--- src/rtl/rom_sample_streamer.sv ---
// rom_sample_streamer: Avalon-MM ROM read master that streams each 32-bit word as two 16-bit samples
module rom_sample_streamer #(
  parameter int ADDR_W = 9,
  parameter int DATA_W = 32,
  parameter int SAMPLE_W = 16,
  parameter int FIFO_DEPTH = 4
) (
  input  logic                clk,
  input  logic                reset_n,
  input  logic                start,
  input  logic                stop,
  input  logic                loop_en,
  input  logic [ADDR_W-1:0]   base_addr,
  input  logic [ADDR_W:0]     word_count,
  output logic [ADDR_W-1:0]   rom_address,
  output logic                rom_chipselect,
  output logic                rom_clken,
  input  logic [DATA_W-1:0]   rom_readdata,
  output logic [SAMPLE_W-1:0] src_data,
  output logic                src_valid,
  input  logic                src_ready,
  output logic                busy,
  output logic                done
);
  localparam int PTR_W = $clog2(FIFO_DEPTH);
  localparam logic [PTR_W+1:0] DEPTH = (PTR_W+2)'(FIFO_DEPTH);
  typedef enum logic [1:0] {IDLE, FETCH, DRAIN} state_t;
  state_t state, state_nxt;
  logic inflight, abort, half, loop_q;
  logic [DATA_W-1:0] mem [FIFO_DEPTH];
  logic [PTR_W-1:0] wr_ptr, rd_ptr;
  logic [PTR_W:0] fifo_count;
  logic [ADDR_W-1:0] base_q;
  logic [ADDR_W:0] count_q, remain;
  logic start_ok, zero_start, abort_req, issue, last, wr, accept, pop, drain_done;
  assign busy = state != IDLE;
  assign start_ok = start && !stop && state == IDLE && word_count != '0;
  assign zero_start = start && !stop && state == IDLE && word_count == '0;
  assign abort_req = stop && busy && !abort;
  assign issue = reset_n && state == FETCH && ({1'b0, fifo_count} + (PTR_W+2)'(inflight)) < DEPTH;
  assign rom_chipselect = issue;
  assign last = remain == (ADDR_W+1)'(1);
  assign wr = inflight && !abort && !abort_req;
  assign src_valid = fifo_count != '0;
  assign src_data = !src_valid ? '0 : half ? mem[rd_ptr][DATA_W-1:SAMPLE_W] : mem[rd_ptr][SAMPLE_W-1:0];
  assign accept = src_valid && src_ready;
  assign pop = accept && half;
  assign drain_done = state == DRAIN && !abort && !inflight &&
                      (fifo_count == '0 || (fifo_count == (PTR_W+1)'(1) && pop));
  always_ff @(posedge clk) begin
    if (!reset_n) state <= IDLE;
    else state <= state_nxt;
  end
  always_comb begin
    state_nxt = abort_req ? (issue ? DRAIN : IDLE) :
                start_ok ? FETCH :
                (issue && last && !loop_q) ? DRAIN :
                (abort || drain_done) ? IDLE : state;
  end
  always_ff @(posedge clk) begin
    if (!reset_n) begin
      rom_clken <= 1'b0;
      done <= 1'b0;
      inflight <= 1'b0;
      abort <= 1'b0;
      rom_address <= '0;
      base_q <= '0;
      count_q <= '0;
      remain <= '0;
      loop_q <= 1'b0;
    end else begin
      rom_clken <= 1'b1;
      done <= zero_start || (drain_done && !abort_req);
      inflight <= issue;
      abort <= abort_req && issue;
      if (start_ok) begin
        rom_address <= base_addr;
        base_q <= base_addr;
        count_q <= word_count;
        remain <= word_count;
        loop_q <= loop_en;
      end else if (issue) begin
        rom_address <= (last && loop_q) ? base_q : rom_address + ADDR_W'(1);
        remain <= last ? count_q : remain - (ADDR_W+1)'(1);
      end
    end
  end
  always_ff @(posedge clk) begin
    if (!reset_n || abort_req) begin
      wr_ptr <= '0;
      rd_ptr <= '0;
      fifo_count <= '0;
      half <= 1'b0;
    end else begin
      if (wr) wr_ptr <= wr_ptr + PTR_W'(1);
      if (pop) rd_ptr <= rd_ptr + PTR_W'(1);
      if (accept) half <= !half;
      fifo_count <= fifo_count + (PTR_W+1)'(wr) - (PTR_W+1)'(pop);
    end
  end
  always_ff @(posedge clk) begin
    if (wr) mem[wr_ptr] <= rom_readdata;
  end
endmodule

--- config.mk ---
export PLATFORM = sky130hd
export DESIGN_NAME = rom_sample_streamer
export DESIGN_NICKNAME = d
export VERILOG_FILES = /design/src/rtl/rom_sample_streamer.sv
export SDC_FILE = /design/constraint.sdc
export NUM_CORES = 1
export LEC_CHECK = 0
export BUFFER_PORTS_ARGS = -buffer_cell sky130_fd_sc_hd__buf_2
export CAP_MARGIN = 20
export CORE_ASPECT_RATIO = 0.5
export CORE_MARGIN = 10
export CORE_UTILIZATION = 63
export DETAILED_ROUTE_END_ITERATION = 12
export PLACE_DENSITY = 0.84
export SLEW_MARGIN = 20
export SYNTH_ARGS = -nofsm -noshare
export SYNTH_HDL_FRONTEND = slang
export SYNTH_SLANG_ARGS = --single-unit
--- constraint.sdc ---
create_clock -name clk -period 5.8 [get_ports clk]
set_input_delay 0.87 -clock clk [delete_from_list [all_inputs] [get_ports clk]]
set_output_delay 0.87 -clock clk [all_outputs]
set_load 0.01 [all_outputs]
# After elaboration in Yosys (flattened, before gate mapping)
# Memories as Yosys holds them, arrays and structs flattened. A register that Yosys moved wholly into a read port is not among the register bits.
# Index checks and enable logic that the tools add are counted.
totals:
  ff_bits: 53
  ramBits: 128
  in_bits: 57
  out_inout_bits: 30
  elab_cells: 85
  mem_count: 1
mem_list:
  columns: ["name", "depth", "word_bits", "rd", "rd_ports_with_merged_regs", "write_ports", "line", "source"]
  rows:
  - ["mem", 4, 32, 1, 1, 1, "30", "logic [DATA_W-1:0] mem [FIFO_DEPTH];"]
op_classes:
  n_addsub: 7
  magnitude_cmp: 1
  n_eq_ne: 4
  n_mux: 18
  reduce_logical: 40
op_table:
  columns: ["cell", "n"]
  rows:
  - ["two-way mux 16 bit", 2]
  - ["two-way mux 10 bit", 3]
  - ["two-way mux 9 bit", 3]
  - ["logical AND 1 bit", 21]
  - ["two-way mux 2 bit", 7]
  - ["== test 10 x 1 -> 1 bit (second input constant)", 1]
  - ["logical NOT 10 bit", 1]
  - ["nonzero test 10 bit", 1]
  - ["subtractor 10 x 1 -> 10 bit (second input constant)", 1]
  - ["adder 9 x 1 -> 9 bit (second input constant)", 1]
  - ["logical NOT 1 bit", 7]
  - ["adder 2 x 1 -> 2 bit (second input constant)", 2]
  - ["adder 3 x 1 -> 4 bit", 1]
  - ["logical OR 1 bit", 4]
  - ["< comparator 4 x 3 -> 1 bit (second input constant)", 1]
  - ["nonzero test 2 bit", 2]
  - ["nonzero test 4 bit", 1]
  - ["adder 3 x 1 -> 3 bit", 1]
  - ["== test 3 x 1 -> 1 bit (second input constant)", 1]
  - ["logical NOT 3 bit", 1]
  - ["two-way mux 1 bit", 3]
  - ["nonzero test 3 bit", 1]
  - ["subtractor 3 x 1 -> 3 bit", 1]
  - ["== test 2 x 1 -> 1 bit (second input constant)", 1]
  - ["2 further kinds", 2]

# Depth between registers and ports, before layout
# Gate-level depths: netlist of the first run.
logic_depth:
  ltp_word: 11
  mapped_depth: 11
  depth_no_buf: 10

# Worst setup path before layout of the first run
# OpenSTA, ideal clock, no wires.
synth_path:
  path_type: "input to output"
  startpoint: "input reset_n"
  endpoint: "output rom_chipselect"
  arrival_time_ns: 1.657
  t_required_ns: 4.930
  path_slack_ns: 3.273
  cell_stages: 6
  n_path_buf: 3
  path_cell_list: "nand3b_1 or2_1 buf_6 inv_4 buf_6 buf_6"
synth_via:
  elab_chain_len: 2
synth_lines:
  columns: ["element", "line", "source"]
  rows:
  - ["start, declared", "9", "input logic reset_n,"]
  - ["logical AND 1 bit (2 in a row)", "40", "assign issue = reset_n && state == FETCH && ({1'b0, fifo_count} + (PTR_W+2)'(inflight)) < DEPTH;"]
  - ["end, declared", "16", "output logic rom_chipselect,"]
# Every way passes these cells.

# Final worst setup path of the first run
layout_path:
  startpoint: "register fifo_count[1]"
  endpoint: "output rom_chipselect"
layout_via:
  elab_chain_len: 3
layout_lines:
  columns: ["element", "line", "source"]
  rows:
  - ["start, declared", "32", "logic [PTR_W:0] fifo_count;"]
  - ["start signal, assigned", "98", "fifo_count <= fifo_count + (PTR_W+1)'(wr) - (PTR_W+1)'(pop);"]
  - ["adder 3 x 1 -> 4 bit", "40", null]
  - ["< comparator 4 x 3 -> 1 bit", "40", null]
  - ["logical AND 1 bit", "40", null]
# Every way passes these cells.

==> results of run 1 <==
## state kept, by name, indices dropped and copies added (netlist names), 3 cells and up, named ones only
name / flops
mem: 128
count_q: 10
remain: 10
base_q: 9
rom_address: 9
fifo_count: 3
## layer usage
| layer | vias to the layer above | track usage [%] | routed length, um |
|---|---|---|---|
| li1 | 2249 | - | - |
| met1 | 2392 | 23.1 | 6730 |
| met2 | 184 | 32.5 | 8530 |
| met3 | 24 | 4.53 | 971 |
| met4 | 0 | 7.00 | 261 |
| met5 | - | 0 | 0 |
## path summary, 6_finish.rpt
| check | start | slack [ns] | cells past startpoint | to |
|---|---|---|---|---|
| worst max register to register | fifo_count[1]$_SDFF_PP0_ | 3.19 | 7 | remain[5]$_SDFFE_PN0P_ |
| worst min-delay path | base_q[5]$_SDFFE_PN0P_ | 0.46 | 2 | base_q[5]$_SDFFE_PN0P_ |
| worst max-delay path | fifo_count[1]$_SDFF_PP0_ | 2.34 | 6 | rom_chipselect |
| worst min register to register | base_q[5]$_SDFFE_PN0P_ | 0.46 | 2 | base_q[5]$_SDFFE_PN0P_ |
## cell families (layout without fill, tap and decap cells)
family / count (synthesis) / after routing / share of synthesized area [%]
xor gates and xnor gates: 10 / 10 / 1.13
buffers and inverters: 43 / 142 / 2.76
adders and majority gates: 11 / 11 / 1.88
AOI/OAI and AO/OA: 85 / 85 / 7.25
muxes: 57 / 57 / 12.7
and+or+nand+nor: 158 / 158 / 10.2
DFF: 183 / 183 / 64.1
## power breakdown
group          internal, mW  switching, mW  total (mW)
clock                 0.648          0.500        1.15
sequential             1.42         0.0224        1.44
combinational        0.0701          0.102       0.172
total                  2.14          0.624        2.76
## critical path, stage by stage (launching register included)
cell and delay, ns:
dfxtp_1 0.46, ha_1 0.21, inv_1 0.07, a211oi_4 0.30, or2_1 0.65, inv_4 0.25, buf_2 0.22
## cells in the final DEF, fill, tap and decap left out, types with 10 or more instances in the layout
master,netlist,layout
mux2i_1,19,19
o21ai_0,14,14
buf_2,6,86
nand3_1,17,17
clkbuf_16,0,17
nand2_1,68,68
nor2_1,33,33
dfxtp_1,55,54
ha_1,10,10
edfxtp_1,128,128
a21oi_1,30,30
mux4_2,32,32
inv_1,14,14
## per-stage QoR
stage / utilization (%) / cell area, um2 / setup slack [ns] / power (mW)
3_3_place_gp: 69.5 / 8270 / 2.65 / 1.63
5_1_grt: 74.5 / 8870 / 2.18 / 2.85
2_1_floorplan: - / 7720 / 3.27 / 1.57
6_report: 74.5 / 8870 / 2.34 / 2.76
4_1_cts: 74.5 / 8870 / 2.33 / 2.78
3_5_place_dp: 69.5 / 8270 / 2.56 / 1.64
## final cells by class
type,instances,area share [%]
clock buffers,18,4.84
clock inverters,14,1.86
inverters,15,0.663
multi-input cells,321,28.9
flip-flops and latches,183,55.8
well taps,165,2.33
repair buffers,95,5.62
==> reports/qor.yml, run 1 <==
finish:
  synthToLayoutAreaGrowth_pct: 14.9
  diodes: 0
  multiInputGateArea_um2: 2560
  nets: 701
  fill_cells: 757
  fin_cells: 811
  ff_latch_area_um2: 4950
  drive_above_1_share_pct: 28.2
global_route:
  grt_max_degree: 40
  grt_pass1_wl_um: 26200
  grt.overflow.total: 0
  grt_pass1_vias: 4924
  antenna_found_initial: 0
  gr-usage-all-layers_pct: 19.0
setup_path:
  worstSetupPathType: "flip-flop to output port"
  cp_max_fo: 20
  endpoint_kind: "output port"
  start_kind: "flip-flop"
  crit_arrival_ns: 2.59
  cp.required_ns: 4.93
synth:
  ys_seq_elements: 183
  synth_top_area_share_pct: 49.8
  syn-instance-count: 547
  yosysMostFrequentCell: "edfxtp_1"
  yosys_warnings: 0
  syn_area_um2: 7720
  async_flop_share_pct: 0
  synth_area_leaders: "edfxtp_1, dfxtp_1, mux4_2"
  synthFlopType: "edfxtp_1"
  syn_nets: 615
  yosysSeqAreaShare_pct: 64.1
  yosys.area.top_type: "edfxtp_1"
  ys_types: 61
  synth.avg_cell_area_um2: 14.1
  synth_edf_count: 128
  ys_top_cells_by_count: "edfxtp_1, nand2_1, dfxtp_1"
power:
  leakagePower_nw: 3.07
  power.density_nw_per_um2: 311
  ir_drop_mv: 0.184
placement:
  place_hpwl_um: 10500
  finalWeightedCongestion: 0.844
  dp.cells: 779
  port_buffers: 86
floorplan:
  dieArea_um2: 17300
  dieHeight_um: 98.3
  die_w_um: 177
  core_um2: 11900
  io_pins: 87
  start_util_pct: 64.8
  row_count: 28
cts:
  clkTransAtPathRegs_ns: 0.07
  h-tree-depth: 4
  cts_buffer_depth: 2
  cts_root_buf: "clkbuf_16"
  clk-insertion-delay-late_ns: 0.42
  numClockSinks: 183
  postCtsHoldBufs: 0
  cts_tree: "done"
  cts_buffers: 17
  cts_resized: 0
  post_cts_buffers: 0
drt:
  antenna_left: 0
  drt_iter0_markers: 425
  wl_per_cell_um: 20.3
  drtPass1Iterations: 9
  routed-via-count: 4849
  wl_um: 16500
  viasPerCell: 5.98
  route.detailed.drc: 0
status:
  outcome: "complete, no violations"
sta:
  setup_viol: 0
  fmax_mhz: 289
  fin_crit_sh_pct: 59.7
  hold-worst-slack_ns: 0.461
  tightest_slew_ns: 1.09
  finClkSkew_ns: 0.0116
  drv_slew: 0
  hold_viol: 0
  slew_headroom_pct: 27.1
  finalCriticalPeriod_ns: 3.46
  rsz0062_at_grt: "false"
  fin_setup_tns_ns: 0
worst_hold_path:
  hp-class: "flip-flop to flip-flop"
flow_run:
  drv_cap: 0
Power figures use the tool's default switching activity.
==> inputs of run 2 (changes only) <==
--- a/config.mk
+++ b/config.mk
@@ -9,9 +9,9 @@
 export CAP_MARGIN = 20
 export CORE_ASPECT_RATIO = 0.5
 export CORE_MARGIN = 10
-export CORE_UTILIZATION = 63
+export CORE_UTILIZATION = 53
 export DETAILED_ROUTE_END_ITERATION = 12
-export PLACE_DENSITY = 0.84
+export PLACE_DENSITY = 0.75
 export SLEW_MARGIN = 20
 export SYNTH_ARGS = -nofsm -noshare
 export SYNTH_HDL_FRONTEND = slang
==> constraint.sdc (replaced) <==
create_clock -name clk -period 2.9 [get_ports clk]
set_input_delay 0.435 -clock clk [delete_from_list [all_inputs] [get_ports clk]]
set_output_delay 0.435 -clock clk [all_outputs]
set_load 0.01 [all_outputs]
==> run 2 against run 1 <==
Against the previous run: utilization shrank 12 points; register-to-register slack got worse by 2.5 ns; final cell count is 4.7% higher; hold slack lost 0.24 ns; non-clock buffer count is 5 higher; sequential share of layout area fell by 0.65 points; via count is 2.1% lower; critical endpoint is now src_data[14].
==> reports/qor.yml, run 2 (synthesis gave the netlist of run 1 again) <==
worst_hold_path:
  hp-class: "primary input to flip-flop"
floorplan:
  die_w_um: 191
  dieArea_um2: 20100
  io_pins: 87
  core_um2: 14400
  row_count: 31
  start_util_pct: 53.8
  dieHeight_um: 105
finish:
  drive_above_1_share_pct: 30.0
  final_common_cell: "edfxtp_1"
  final_cell_mix: "edfxtp_1, buf_2, nand2_1, dfxtp_1, nor2_1"
  regMostFlops: "mem"
  synthToLayoutAreaGrowth_pct: 16.3
  diodes: 0
  nets: 706
  reg.largest.list: "mem x128, count_q x10, remain x10"
  largest_register_ffs: 128
  fin_cells: 849
cts:
  cts_buffers: 17
  cts_buffer_depth: 2
  numClockSinks: 183
  postCtsHoldBufs: 0
  cts_root_buf: "clkbuf_16"
  clkTransAtPathRegs_ns: 0.08
  cts_resized: 0
  post_cts_buffers: 0
  cts_tree: "done"
  clk-insertion-delay-late_ns: 0.43
  h-tree-depth: 4
sta:
  drv_slew: 0
  hold_viol: 0
  finClkSkew_ns: 0.00973
  fin_crit_sh_pct: 89.3
  fin_setup_tns_ns: 0
  fmax_mhz: 386
  hold-worst-slack_ns: 0.217
  tightest_slew_ns: 0.980
  setup_viol: 0
  finalWorstSetupSlack_ns: 0.311
  finalCriticalPeriod_ns: 2.59
  rsz0062_at_grt: "false"
  slew_headroom_pct: 34.3
drt:
  routed-via-count: 4746
  antenna_left: 0
  wl_um: 15900
  drtPass1Iterations: 5
  drt_iter0_markers: 287
  viasPerCell: 5.59
  wl_per_cell_um: 18.7
  route.detailed.drc: 0
setup_path:
  start_kind: "flip-flop"
  cp_max_fo: 26
  reg2reg_to: "remain[6]$_SDFFE_PN0P_"
  reg2regPathDepth: 6
  crit_arrival_ns: 2.15
  ff2ff_setup_slack_ns: 0.73
  cp.required_ns: 2.47
  worst_path_largest_cell_delay_ns: 0.54
  endpoint_kind: "output port"
  crit_slowest_cell: "mux4_2"
  worstSetupPathType: "flip-flop to output port"
  path_cells: "buf_12, mux4_2, mux2i_1, nor2_1, buf_2"
  r2r_start: "remain[0]$_SDFFE_PN0P_"
  endpoint: "src_data[14]"
power:
  power.density_nw_per_um2: 619
  ir_drop_mv: 0.350
  leakagePower_nw: 3.10
placement:
  finalWeightedCongestion: 0.784
  dp.cells: 817
  place_hpwl_um: 10100
  port_buffers: 86
  place_ws_ns: 0.652
status:
  outcome: "complete, no violations"
global_route:
  grt_max_degree: 34
  antenna_found_initial: 1
  grt.overflow.total: 0
  grt_pass1_vias: 4864
  gr-usage-all-layers_pct: 16.3
  grt_pass1_wl_um: 25800
flow_run:
  drv_cap: 0
-- run 2: layout make-up --
class	instances	area, um2
Clock buffer	17	425
Clock inverter	15	179
Fill cell	1101	5380
Inverter	15	58.8
Multi-Input combinational cell	321	2570
Sequential cell	183	4950
Tap cell	198	248
Timing Repair Buffer	100	548
-- run 2: metrics by stage --
step / total power, mW / util [%] / instance area [um2]
finish: 5.56 / 62.5 / 8980
global route: 5.78 / 62.5 / 8980
CTS: 5.62 / 62.5 / 8980
detailed placement: 3.28 / 58.3 / 8370
global placement: 3.27 / 58.3 / 8370
floorplan: 3.15 / - / 7720
-- run 2: worst max-delay path: cells and delay by family (launching register included) --
family	cells	cell delay, ns
buf+inv	2	0.44
flops	1	0.49
mux	2	0.71
simple gates	1	0.08
-- run 2: power by group --
part / total, mW / leakage [nW] / internal, mW / switching (mW)
clock: 2.33 / 0.292 / 1.24 / 1.09
combinational: 0.346 / 1.21 / 0.145 / 0.201
sequential: 2.88 / 1.60 / 2.84 / 0.0432
total: 5.56 / 3.10 / 4.22 / 1.34
-- run 2: worst min-delay path by stage --
stage               cells after the start                endpoint  slack (ns)                    from
floorplan                               2  base_q[5]$_SDFFE_PN0P_        0.43  base_q[5]$_SDFFE_PN0P_
global placement                        2  base_q[1]$_SDFFE_PN0P_        0.44  base_q[1]$_SDFFE_PN0P_
detailed placement                      2  base_q[1]$_SDFFE_PN0P_        0.45  base_q[1]$_SDFFE_PN0P_
CTS                                     1    mem[3][16]$_DFFE_PP_        0.20        rom_readdata[16]
global route                            1    mem[1][17]$_DFFE_PP_        0.20        rom_readdata[17]
finish                                  1    mem[3][16]$_DFFE_PP_        0.22        rom_readdata[16]
-- run 2: layer usage --
metal	GRT usage, %	routed length [um]	vias to the layer above
met5	0	0	-
met4	4.80	121	0
met3	4.61	876	11
met2	25.8	7710	136
met1	21.5	7210	2334
li1	-	-	2265
==> inputs of run 3 (changes only) <==
--- a/config.mk
+++ b/config.mk
@@ -11,6 +11,7 @@
 export CORE_MARGIN = 10
 export CORE_UTILIZATION = 53
 export DETAILED_ROUTE_END_ITERATION = 12
+export MAX_ROUTING_LAYER = met4
 export PLACE_DENSITY = 0.75
 export SLEW_MARGIN = 20
 export SYNTH_ARGS = -nofsm -noshare
==> run 3 against run 2 <==
Against the previous run: wire length barely moved; sequential share of layout area barely moved; combinational power barely moved; utilization barely moved; non-clock buffer count did not move; critical endpoint unchanged; clock power barely moved; global-route usage rose by 0.51 points; design area barely moved.
==> reports/qor.yml, run 3 (synthesis gave the netlist of run 1 again) <==
sta:
  hold_viol: 0
  finClkSkew_ns: 0.0104
  slew_headroom_pct: 35.5
  fin_crit_sh_pct: 89.5
  drv_slew: 0
  rsz0062_at_grt: "false"
  setup_viol: 0
  tightest_slew_ns: 0.962
  fmax_mhz: 385
  fin_setup_tns_ns: 0
  finalCriticalPeriod_ns: 2.60
cts:
  cts_resized: 0
  h-tree-depth: 4
  numClockSinks: 183
  clkTransAtPathRegs_ns: 0.08
  cts_tree: "done"
  clk-insertion-delay-late_ns: 0.43
  cts_buffer_depth: 2
  cts_root_buf: "clkbuf_16"
  cts_buffers: 17
  postCtsHoldBufs: 0
  post_cts_buffers: 0
power:
  internal-power_mw: 4.22
  combPwrFrac_pct: 6.2
  power.switching_mw: 1.34
  power.density_nw_per_um2: 619
  swShare_pct: 24.1
  pwr-share-seq_pct: 51.8
  leakagePower_nw: 3.10
  p_clk_share_pct: 42.0
  ir_drop_mv: 0.345
flow_run:
  drv_cap: 0
status:
  outcome: "complete, no violations"
drt:
  top_layer: "met4"
  drtPass1Iterations: 5
  viasPerCell: 5.60
  wl_met3_um: 917
  wl_um: 15900
  routed-via-count: 4756
  wl_per_cell_um: 18.7
  wl_met2_um: 7710
  route.detailed.drc: 0
  drt_iter0_markers: 269
  m1WireLength_um: 7170
  antenna_left: 0
global_route:
  grt.overflow.total: 0
  gr-usage-all-layers_pct: 16.8
  antenna_found_initial: 1
  grt_max_degree: 34
  grt_pass1_wl_um: 25800
  grt_pass1_vias: 4861
setup_path:
  cp_max_fo: 26
  crit_arrival_ns: 2.16
  start_kind: "flip-flop"
  worstSetupPathType: "flip-flop to output port"
  cp.required_ns: 2.47
  endpoint_kind: "output port"
finish:
  post-route-util_pct: 62.6
  largest_register_ffs: 128
  reg.largest.list: "mem x128, count_q x10, remain x10"
  synthToLayoutAreaGrowth_pct: 16.3
  regMostFlops: "mem"
  final_common_cell: "edfxtp_1"
  drive_above_1_share_pct: 30.0
  final_cell_mix: "edfxtp_1, buf_2, nand2_1, dfxtp_1, nor2_1"
  nets: 706
floorplan:
  io_pins: 87
  dieArea_um2: 20100
  row_count: 31
  dieHeight_um: 105
  core_um2: 14400
  start_util_pct: 53.8
  die_w_um: 191
placement:
  place_hpwl_um: 10100
  port_buffers: 86
  finalWeightedCongestion: 0.795
worst_hold_path:
  hp-class: "primary input to flip-flop"
[run 3: changes by cell type in the layout (fill, tap and decap cells not counted), sizes merged]
| cell | change |
|---|---|
| diode | +1 |
[run 3: final timing paths]
kind,from,to,slack (ns),cells after the start
max,flip-flop,src_data[14],0.30,5
min,rom_readdata[25],mem[3][25]$_DFFE_PP_,0.22,1
max reg2reg,remain[0]$_SDFFE_PN0P_,state[0]$_SDFFE_PN0P_,0.73,5
min reg2reg,base_q[1]$_SDFFE_PN0P_,base_q[1]$_SDFFE_PN0P_,0.45,2
[run 3: metrics by stage]
| stage | power [mW] | instance area, um2 | cells | hold slack (ns) | setup WS, ns |
|---|---|---|---|---|---|
| after global placement | 3.27 | 8370 | 817 | 0.441 | 0.670 |
| after detailed placement | 3.28 | 8370 | 817 | 0.446 | 0.652 |
| after global routing | 5.78 | 8980 | 850 | 0.198 | 0.180 |
| after floorplan | 3.15 | 7720 | 547 | 0.432 | 0.631 |
| final | 5.56 | 8980 | 850 | 0.219 | 0.304 |
| after CTS | 5.62 | 8980 | 849 | 0.201 | 0.242 |
[run 3: cell type report]
| class | count | area [um2] |
|---|---|---|
| sequential | 183 | 4950 |
| inverter | 15 | 58.8 |
| timing repair buffer | 100 | 548 |
| clock buffer | 17 | 425 |
| tap | 198 | 248 |
| fill | 1100 | 5370 |
| antenna | 1 | 2.50 |
| multi-input combinational | 321 | 2570 |
| clock inverter | 15 | 179 |
[run 3: power groups by stage]
| stage | clock [mW] | combinational, mW | sequential, mW |
|---|---|---|---|
| 2_1_floorplan | 0 | 0.214 | 2.93 |
| 3_3_place_gp | 0 | 0.335 | 2.94 |
| 3_5_place_dp | 0 | 0.346 | 2.94 |
| 4_1_cts | 2.39 | 0.347 | 2.88 |
| 5_1_grt | 2.50 | 0.385 | 2.89 |
| 6_report | 2.33 | 0.346 | 2.88 |
[run 3: layer usage]
| layer | vias to the layer above | track usage (%) |
|---|---|---|
| met1 | 2331 | 21.9 |
| met4 | 0 | 4.80 |
| met3 | 11 | 4.11 |
| met2 | 145 | 25.8 |
| met5 | - | - |
| li1 | 2269 | - |
[run 3: critical path, stage by stage, from the launching register on]
cell and delay [ns]:
dfxtp_2 0.49, buf_12 0.27, mux4_2 0.54, mux2i_1 0.17
nor2_1 0.08, buf_2 0.16
